File: src/rtl/scene_pkg.sv
// Shared definitions for the scene switcher: scene IDs, FSM encoding and default widths.
package scene_pkg;

   // Scene IDs as used by the game FSM's scene select
   localparam int unsigned MENU_ID      = 0;
   localparam int unsigned BATTLE_ID    = 1;
   localparam int unsigned ENDGAME_ID   = 2;
   localparam int unsigned HOWTOPLAY_ID = 3;

   localparam int unsigned SEL_W_DEF = 2;
   localparam int unsigned RGB_W_DEF = 12;

   // StBlank only becomes reachable when SCENE_SWITCH_BLANK_EN is defined
   typedef enum logic [1:0] {
      StIdle,
      StWaitVs,
      StBlank
   } state_e;

endpackage

File: src/rtl/scene_frame_sync.sv
// Frame-boundary detector: rising edge of the active channel's vsync. On a switch the
// history bit is reloaded with the new channel's vs so the switch itself is never an edge.
module scene_frame_sync (
   input  logic i_pclk,
   input  logic i_rst,
   input  logic i_vs,
   input  logic i_reload,
   input  logic i_reload_vs,
   output logic o_boundary
);

   logic vs_q;

   // Track previous vs of the active channel, or adopt the incoming channel's vs on a switch
   always_ff @(posedge i_pclk or posedge i_rst) begin
      if (i_rst) begin
         vs_q <= 1'b0;
      end else if (i_reload) begin
         vs_q <= i_reload_vs;
      end else begin
         vs_q <= i_vs;
      end
   end

   assign o_boundary = i_vs & ~vs_q;

endmodule

File: src/rtl/scene_switcher.sv
// Frame-synchronous N-way scene selector for the VGA output stage. Scene changes are
// deferred to the active stream's next vsync rising edge.
// Build option: define SCENE_SWITCH_BLANK_EN to force black RGB for BLANK_FRAMES frames
// after each committed switch.
module scene_switcher
   import scene_pkg::*;
#(
   parameter int unsigned N_SCENES     = 4,
   parameter int unsigned SEL_W        = SEL_W_DEF,
   parameter int unsigned RGB_W        = RGB_W_DEF,
   parameter int unsigned BLANK_FRAMES = 1
) (
   input  logic                      i_pclk,
   input  logic                      i_rst,
   input  logic [SEL_W-1:0]          i_sel,
   input  logic [N_SCENES*RGB_W-1:0] i_rgb,
   input  logic [N_SCENES-1:0]       i_vs,
   input  logic [N_SCENES-1:0]       i_hs,
   output logic [RGB_W-1:0]          o_rgb,
   output logic                      o_vs,
   output logic                      o_hs,
   output logic [SEL_W-1:0]          o_active_sel,
   output logic                      o_busy
);

   localparam int unsigned NSLOT = 1 << SEL_W;
`ifdef SCENE_SWITCH_BLANK_EN
   localparam bit BLANK_EN = 1'b1;
`else
   localparam bit BLANK_EN = 1'b0;
`endif
   localparam bit GO_BLANK = BLANK_EN && (BLANK_FRAMES != 0);

   state_e           state_q;
   logic [SEL_W-1:0] active_q;
   logic [SEL_W-1:0] pending_q;
   logic             run_q;
   logic [RGB_W-1:0] rgb_q;
   logic             vs_out_q;
   logic             hs_q;
   logic             busy_q;
`ifdef SCENE_SWITCH_BLANK_EN
   logic [7:0]       cnt_q;
`endif

   // Pad the streams out to every encodable ID; unused slots read as zero
   logic [RGB_W-1:0] rgb_arr [NSLOT];
   logic [NSLOT-1:0] vs_arr;
   logic [NSLOT-1:0] hs_arr;

   for (genvar k = 0; k < NSLOT; k++) begin : g_slot
      if (k < N_SCENES) begin : g_used
         assign rgb_arr[k] = i_rgb[k*RGB_W +: RGB_W];
         assign vs_arr[k]  = i_vs[k];
         assign hs_arr[k]  = i_hs[k];
      end else begin : g_unused
         assign rgb_arr[k] = '0;
         assign vs_arr[k]  = 1'b0;
         assign hs_arr[k]  = 1'b0;
      end
   end

   logic sel_valid;
   logic request;
   logic boundary;
   logic commit;

   assign sel_valid = 32'(i_sel) < N_SCENES;
   // run_q masks the first edge after reset release
   assign request   = run_q && sel_valid && (i_sel != active_q);
   assign commit    = (state_q == StWaitVs) && boundary;

   scene_frame_sync u_frame_sync (
      .i_pclk      (i_pclk),
      .i_rst       (i_rst),
      .i_vs        (vs_arr[active_q]),
      .i_reload    (commit),
      .i_reload_vs (vs_arr[pending_q]),
      .o_boundary  (boundary)
   );

   // Switch FSM with registered pixel/sync outputs taken from the current active stream
   always_ff @(posedge i_pclk or posedge i_rst) begin
      if (i_rst) begin
         state_q   <= StIdle;
         active_q  <= SEL_W'(MENU_ID);
         pending_q <= '0;
         run_q     <= 1'b0;
         rgb_q     <= '0;
         vs_out_q  <= 1'b0;
         hs_q      <= 1'b0;
         busy_q    <= 1'b0;
`ifdef SCENE_SWITCH_BLANK_EN
         cnt_q     <= '0;
`endif
      end else begin
         run_q    <= 1'b1;
         rgb_q    <= rgb_arr[active_q];
         vs_out_q <= vs_arr[active_q];
         hs_q     <= hs_arr[active_q];
         unique case (state_q)
            StIdle: begin
               if (request) begin
                  pending_q <= i_sel;
                  state_q   <= StWaitVs;
                  busy_q    <= 1'b1;
               end
            end
            StWaitVs: begin
               // A boundary wins over a same-cycle select change
               if (boundary) begin
                  active_q <= pending_q;
                  if (GO_BLANK) begin
                     state_q <= StBlank;
                     rgb_q   <= '0;
`ifdef SCENE_SWITCH_BLANK_EN
                     cnt_q   <= 8'(BLANK_FRAMES);
`endif
                  end else begin
                     state_q <= StIdle;
                     busy_q  <= 1'b0;
                  end
               end else if (i_sel == active_q) begin
                  state_q <= StIdle;
                  busy_q  <= 1'b0;
               end else if (sel_valid) begin
                  pending_q <= i_sel;
               end
            end
`ifdef SCENE_SWITCH_BLANK_EN
            StBlank: begin
               if (boundary && (cnt_q == 8'd1)) begin
                  cnt_q   <= '0;
                  state_q <= StIdle;
                  busy_q  <= 1'b0;
               end else begin
                  if (boundary) begin
                     cnt_q <= cnt_q - 8'd1;
                  end
                  rgb_q <= '0;
               end
            end
`endif
            default: begin
               state_q <= StIdle;
               busy_q  <= 1'b0;
            end
         endcase
      end
   end

   assign o_rgb        = rgb_q;
   assign o_vs         = vs_out_q;
   assign o_hs         = hs_q;
   assign o_active_sel = active_q;
   assign o_busy       = busy_q;

endmodule

File: config.mk
export PLATFORM = sky130hd
export DESIGN_NAME = scene_switcher
export DESIGN_NICKNAME = d
export VERILOG_FILES = /design/src/rtl/scene_pkg.sv /design/src/rtl/scene_frame_sync.sv /design/src/rtl/scene_switcher.sv
export SDC_FILE = /design/constraint.sdc
export NUM_CORES = 1
export LEC_CHECK = 0
export BUFFER_PORTS_ARGS = -buffer_cell sky130_fd_sc_hd__buf_2
export CELL_PAD_IN_SITES_DETAIL_PLACEMENT = 1
export CELL_PAD_IN_SITES_GLOBAL_PLACEMENT = 2
export CORE_MARGIN = 10
export CORE_UTILIZATION = 26
export CTS_CLUSTER_SIZE = 28
export DETAILED_ROUTE_END_ITERATION = 10
export PLACE_DENSITY = 0.86
export SETUP_SLACK_MARGIN = 0.15
export SLEW_MARGIN = 5
export SYNTH_ARGS = -nofsm -noshare
export SYNTH_HDL_FRONTEND = slang
export SYNTH_HIERARCHICAL = 1
export SYNTH_SLANG_ARGS = --single-unit
File: constraint.sdc
create_clock -name i_pclk -period 4.5 [get_ports i_pclk]
set_clock_uncertainty 0.1 [all_clocks]
set_input_delay 0.225 -clock i_pclk [delete_from_list [all_inputs] [get_ports i_pclk]]
set_output_delay 0.225 -clock i_pclk [all_outputs]
set_load 0.03 [all_outputs]
## Word-level counts from Yosys, hierarchy flattened

Index checks and enable logic that the tools add are counted.

| cells by class | value |
|---|---|
| magnitude comparators | 3 |
| eq/ne operators | 7 |
| multiplexer cells | 22 |
| bitwise logic cells | 3 |
| reduce and logical (&&, ||, !) cells | 7 |

Operators with widths:

| operator | count |
|---|---|
| $bmux W12 S2 | 1 |
| $mux W12 | 2 |
| $mux W2 | 6 |
| $pmux W2 S2 | 2 |
| $mux W1 | 7 |
| $bmux W1 S2 | 3 |
| $lt A2 B3 Y1 const B | 2 |
| $ne A2 B2 Y1 const B | 3 |
| $reduce_and A2 Y1 | 2 |
| $reduce_and A4 Y1 | 1 |
| $ge A3 B3 Y1 const B | 1 |
| $ne A3 B2 Y1 const B | 1 |
| $not A2 Y3 | 1 |
| $eq A2 B1 Y1 const B | 1 |
| $eq A2 B2 Y1 | 1 |
| $logic_and A1 B1 Y1 | 2 |
| $logic_not A2 Y1 | 1 |
| $ne A2 B2 Y1 | 1 |
| $pmux W1 S2 | 1 |
| $reduce_bool A2 Y1 | 1 |
| $and A1 B1 Y1 | 1 |
| $not A1 Y1 | 1 |

| storage, ports and cells | value |
|---|---|
| register bits | 23 |
| input bits | 60 |
| output and inout port bits | 17 |
| word-level logic and storage cells | 51 |

## Logic depth before layout (Yosys ltp)

| logic depth | value |
|---|---|
| word-level depth | 5 |
| depth in mapped cells | 6 |
| depth with buffers taken out | 5 |

## By module

The synthesis kept the hierarchy.

Modules (own cells, without submodules):

| module | instances | cells each | area each (um^2) | sequential area each (um^2) |
|---|---|---|---|---|
| scene_switcher | 1 | 50 | 989.7 | 500.5 |
| scene_frame_sync | 1 | 4 | 50.0 | 25.0 |

## Least setup slack after synthesis

No wires, ideal clock.

| timing path | value |
|---|---|
| path type | reg-to-reg |
| start point | register active_q[0] (netlist: o_active_sel[0]) |
| end point | register pending_q[0] |
| setup time | 125 ps |
| data arrival time | 1960 ps |
| required time | 4275 ps |
| setup slack | 2315 ps |
| stages on the path, launching flop included | 7 |
| path buffers | 1 |
| clock period less this slack | 2185 ps |
| cells stage by stage | dfrtp_1 -> buf_6 -> mux4_2 -> nor2b_1 -> nand2_1 -> o221a_4 -> mux2_4 |

| between the ends | value |
|---|---|
| word-level cells in the longest chain between the ends | 5 |
| elaborated cells between the ends (all ways) | 10 |
| classes of those cells | 5 x eq/ne; 2 x mux; 1 x bitwise; 2 x reduce/logical |

Ends and longest elaborated chain:

| item | RTL line | RTL |
|---|---|---|
| start: declaration | scene_switcher.sv:35 | `logic [SEL_W-1:0] active_q;` |
| start signal: assignment | scene_switcher.sv:86 | `active_q <= SEL_W'(MENU_ID);` |
| start signal: assignment | scene_switcher.sv:112 | `active_q <= pending_q;` |
| $bmux W1 S2 | scene_switcher.sv:76 | `.i_vs (vs_arr[active_q]),` |
| $mux W1 (implied by the code) | scene_switcher.sv:76 |  |
| $and A1 B1 Y1 | scene_frame_sync.sv:25 | `assign o_boundary = i_vs & ~vs_q;` |
| net boundary | scene_switcher.sv:65 | `logic boundary;` |
| $ne A2 B2 Y1 (no source line) | n/a |  |
| $reduce_and A4 Y1 (no source line) | n/a |  |
| end signal: assignment | scene_switcher.sv:104 | `pending_q <= i_sel;` |
| end signal: assignment | scene_switcher.sv:127 | `pending_q <= i_sel;` |
| end: declaration | scene_switcher.sv:36 | `logic [SEL_W-1:0] pending_q;` |

The timed path passes the listed nets, and every way through them passes these cells. The select of a mux whose other input is x is not followed.
A chain may end at the register's enable or synchronous reset.

## Final worst setup path

| timing path | value |
|---|---|
| start point | register active_q[0] (netlist: o_active_sel[0]) |
| end point | register pending_q[1] |

Same word-level chain as after synthesis.

==> reports/metrics.csv <==
stage,metric,value,unit
synth,avgSynthCellArea,19.3,µm²
sta,fin_crit_sh,57.7,%
sta,tightest_slew,0.889,ns
layout,layout-drive-gt1-share,74.8,%
critical_path,cp-start-kind,flop,
pwr,p_per_area,679,nW/µm²
placed_design,io_buffers,76,
sta,slew_headroom,40.7,%
synth,synth.top_cell.area_share,50.5,%
clocking,cts_inserted_buffers,3,
critical_path,crit_path_top_delay_cell,dfrtp_1,
placed_design,hpwl,3060,µm
floorplan,die_area,6930,µm²
pwr,swShare,41.5,%
routing,avgViaCountPerCell,4.56,
routing,via_count,817,
placed_design,place_ws,1.84,ns
pwr,internal-power,0.594,mW
routing,wl_per_cell,19.5,µm
grt,grt_pass1_wl,5450,µm
critical_path,worstSetupEndpointType,flop,
floorplan,ios,77,
grt,grt_usage,9.86,%
clocking,htreeDepth,1,
layout,n_antenna_cell,0,
sta,tns,0,ns
floorplan,fp.dieH,83.2,µm
routing,drt_wl_total,3490,µm
floorplan,fp.dieW,83.2,µm
layout,area_growth,43.9,%
sta,setup_viol,0,
routing,antenna_left,0,
routing,post-route-drc-count,0,
clocking,cts_buffer_depth,2,
pwr,p_comb_share,50.4,%
layout,nFillCells,431,
status,status,"finished, final reports clean",
synth,synth.largest_area_cell,dfrtp_1,
clocking,cts_tree,done,
routing,dr.pass1.iters,4,
synth,yosysSeqAreaShare,50.5,%
floorplan,initial_core_util,27.6,%
sta,rsz0062_at_grt,false,
clocking,cts.sinks,21,
synth,synth_nets,114,
synth,synth_area,1040,µm²
sta,fin_crit,2.60,ns
floorplan,rows,22,
pwr,p_seq_share,37.3,%
layout,fin_area,1500,µm²
synth,yosys_warnings,6,
routing,drt_iter0_markers,18,
critical_path,crit_path_cell_trace,mux4_2 > nor2b_1 > nand2_1 > o221a_4 > mux2_4,
clocking,cts_resized,0,
clocking,clk_pin_slew_worst_paths,0.08,ns
placed_design,place_area,1440,µm²
sta,worst_hold_slack,0.116,ns
floorplan,coreArea,3770,µm²
sta,max_freq,385,MHz
layout,final_nets,192,
sta,worst_slack,1.90,ns
sta,slew_violations,0,
flow_run,cap_viol_max_count,0,
critical_path,path_class,reg -> reg,
pwr,ir_drop,0.276,mV
clocking,clk_latency,0.26,ns
synth,yosys_register_bits,21,
grt,globalRouteOverflowTotal,0,
synth,synth_cells,54,
grt,grt_pass1_vias,1034,
critical_path,max_stage_delay,0.93,ns
clocking,clock-root-buffer,clkbuf_8,
pwr,total_power,1.02,mW
pwr,switchingPower,0.422,mW
critical_path,worstPathRequired,4.55,ns
critical_path,crit_arrival,2.65,ns
sta,final_hold_viol_count,0,
pwr,leakagePower,0.749,nW
synth,synth_cell_type_count,13,
grt,antenna_found_initial,0,
synth,synthTopCellsByArea,"dfrtp_1 51%, mux4_2 28%, mux4_1 5.1%",
pwr,clkPwrFrac,12.3,%
critical_path,path_max_fanout,17,
placed_design,place_congestion,0.740,
grt,grt_max_degree,21,
worst_hold_path,hp-class,in -> reg,
## Yosys cell counts
cell type and instances:
buf_2 1, buf_6 3, conb_1 1, dfrtp_1 21, inv_1 3, mux2_2 2, mux2_4 3, mux4_1 2
mux4_2 13, nand2_1 1, nor2b_1 1, o221a_4 1, xor2_1 2
## flip-flops by register name, summed over array words and instances, names as in the netlist
signal / count
o_rgb: 12
o_active_sel: 2
pending_q: 2
o_busy: 1
o_hs: 1
o_vs: 1
run_q: 1
u_frame_sync/vs_q: 1
## worst paths after layout
check	from	to	depth (start not counted)	slack, ns
setup / recovery	o_active_sel[0]	pending_q[1]	5	1.90
hold / removal	i_sel[0]	pending_q[0]	2	0.12
setup reg to reg	o_active_sel[0]	pending_q[1]	5	1.90
hold reg to reg	run_q	o_busy	1	0.49
max in group asynchronous	i_rst	o_active_sel[0]	3	3.27
min in group asynchronous	i_rst	u_frame_sync/vs_q	3	0.24
## per-stage QoR
stage	util [%]	instances
2_1_floorplan	-	54
3_3_place_gp	38.2	174
3_5_place_dp	38.2	174
4_1_cts	39.7	179
5_1_grt	39.7	179
6_report	39.7	179
## kinds of logic after synthesis
family	Yosys count	share of synthesized area, %
xor gates and xnor gates	2	1.69
muxes	20	39.7
other	1	0.361
and+or+nand+nor	2	0.963
buffers and inverters	7	4.81
AOI/OAI and AO/OA	1	1.93
DFF	21	50.5
## per-layer routing
layer / wire length, µm / global-route usage [%] / vias to the layer above
met2: 2150 / 20.0 / 34
met5: 0 / 0 / -
met3: 218 / 2.73 / 4
li1: - / - / 364
met4: 62 / 4.62 / 0
met1: 1060 / 8.37 / 415
## repair_timing
item	4_1_cts	5_1_grt
hold buffers	1	0
endpoints found under the hold margin	1	0
buffers inserted	0	0
## worst max-delay path, delay by kind of cell, from the launching register on
kind	cells	cell delay, ns
AOI/OAI and AO/OA	1	0.23
DFF	1	0.93
muxes	2	0.93
and+or+nand+nor	2	0.31
## cell type report
cell class | count | area [µm²] | share of cell area [%]
multi-input cells | 26 | 464 | 31.0
repair buffers | 77 | 390 | 26.1
inverters | 3 | 11.3 | 0.753
clock buffers | 4 | 45.0 | 3.01
well taps | 48 | 60.1 | 4.01
flip-flops and latches | 21 | 526 | 35.1
## power by group through the flow
stage	sequential [mW]	combinational [mW]	clock, mW
final	0.379	0.512	0.124
after global routing	0.401	0.539	0.136
after CTS	0.386	0.521	0.127
after detailed placement	0.390	0.520	0
after global placement	0.382	0.513	0
after floorplan	0.482	0.295	0
## placed cells by master (no fill, tap or decap), types with 2 or more instances in the layout
cell type	n
clkbuf_8	3
mux4_1	2
dfrtp_1	21
buf_2	76
mux4_2	13
xor2_1	2
mux2_2	2
mux2_4	3
inv_1	3
Note: power is estimated with default switching activity, not from simulation.
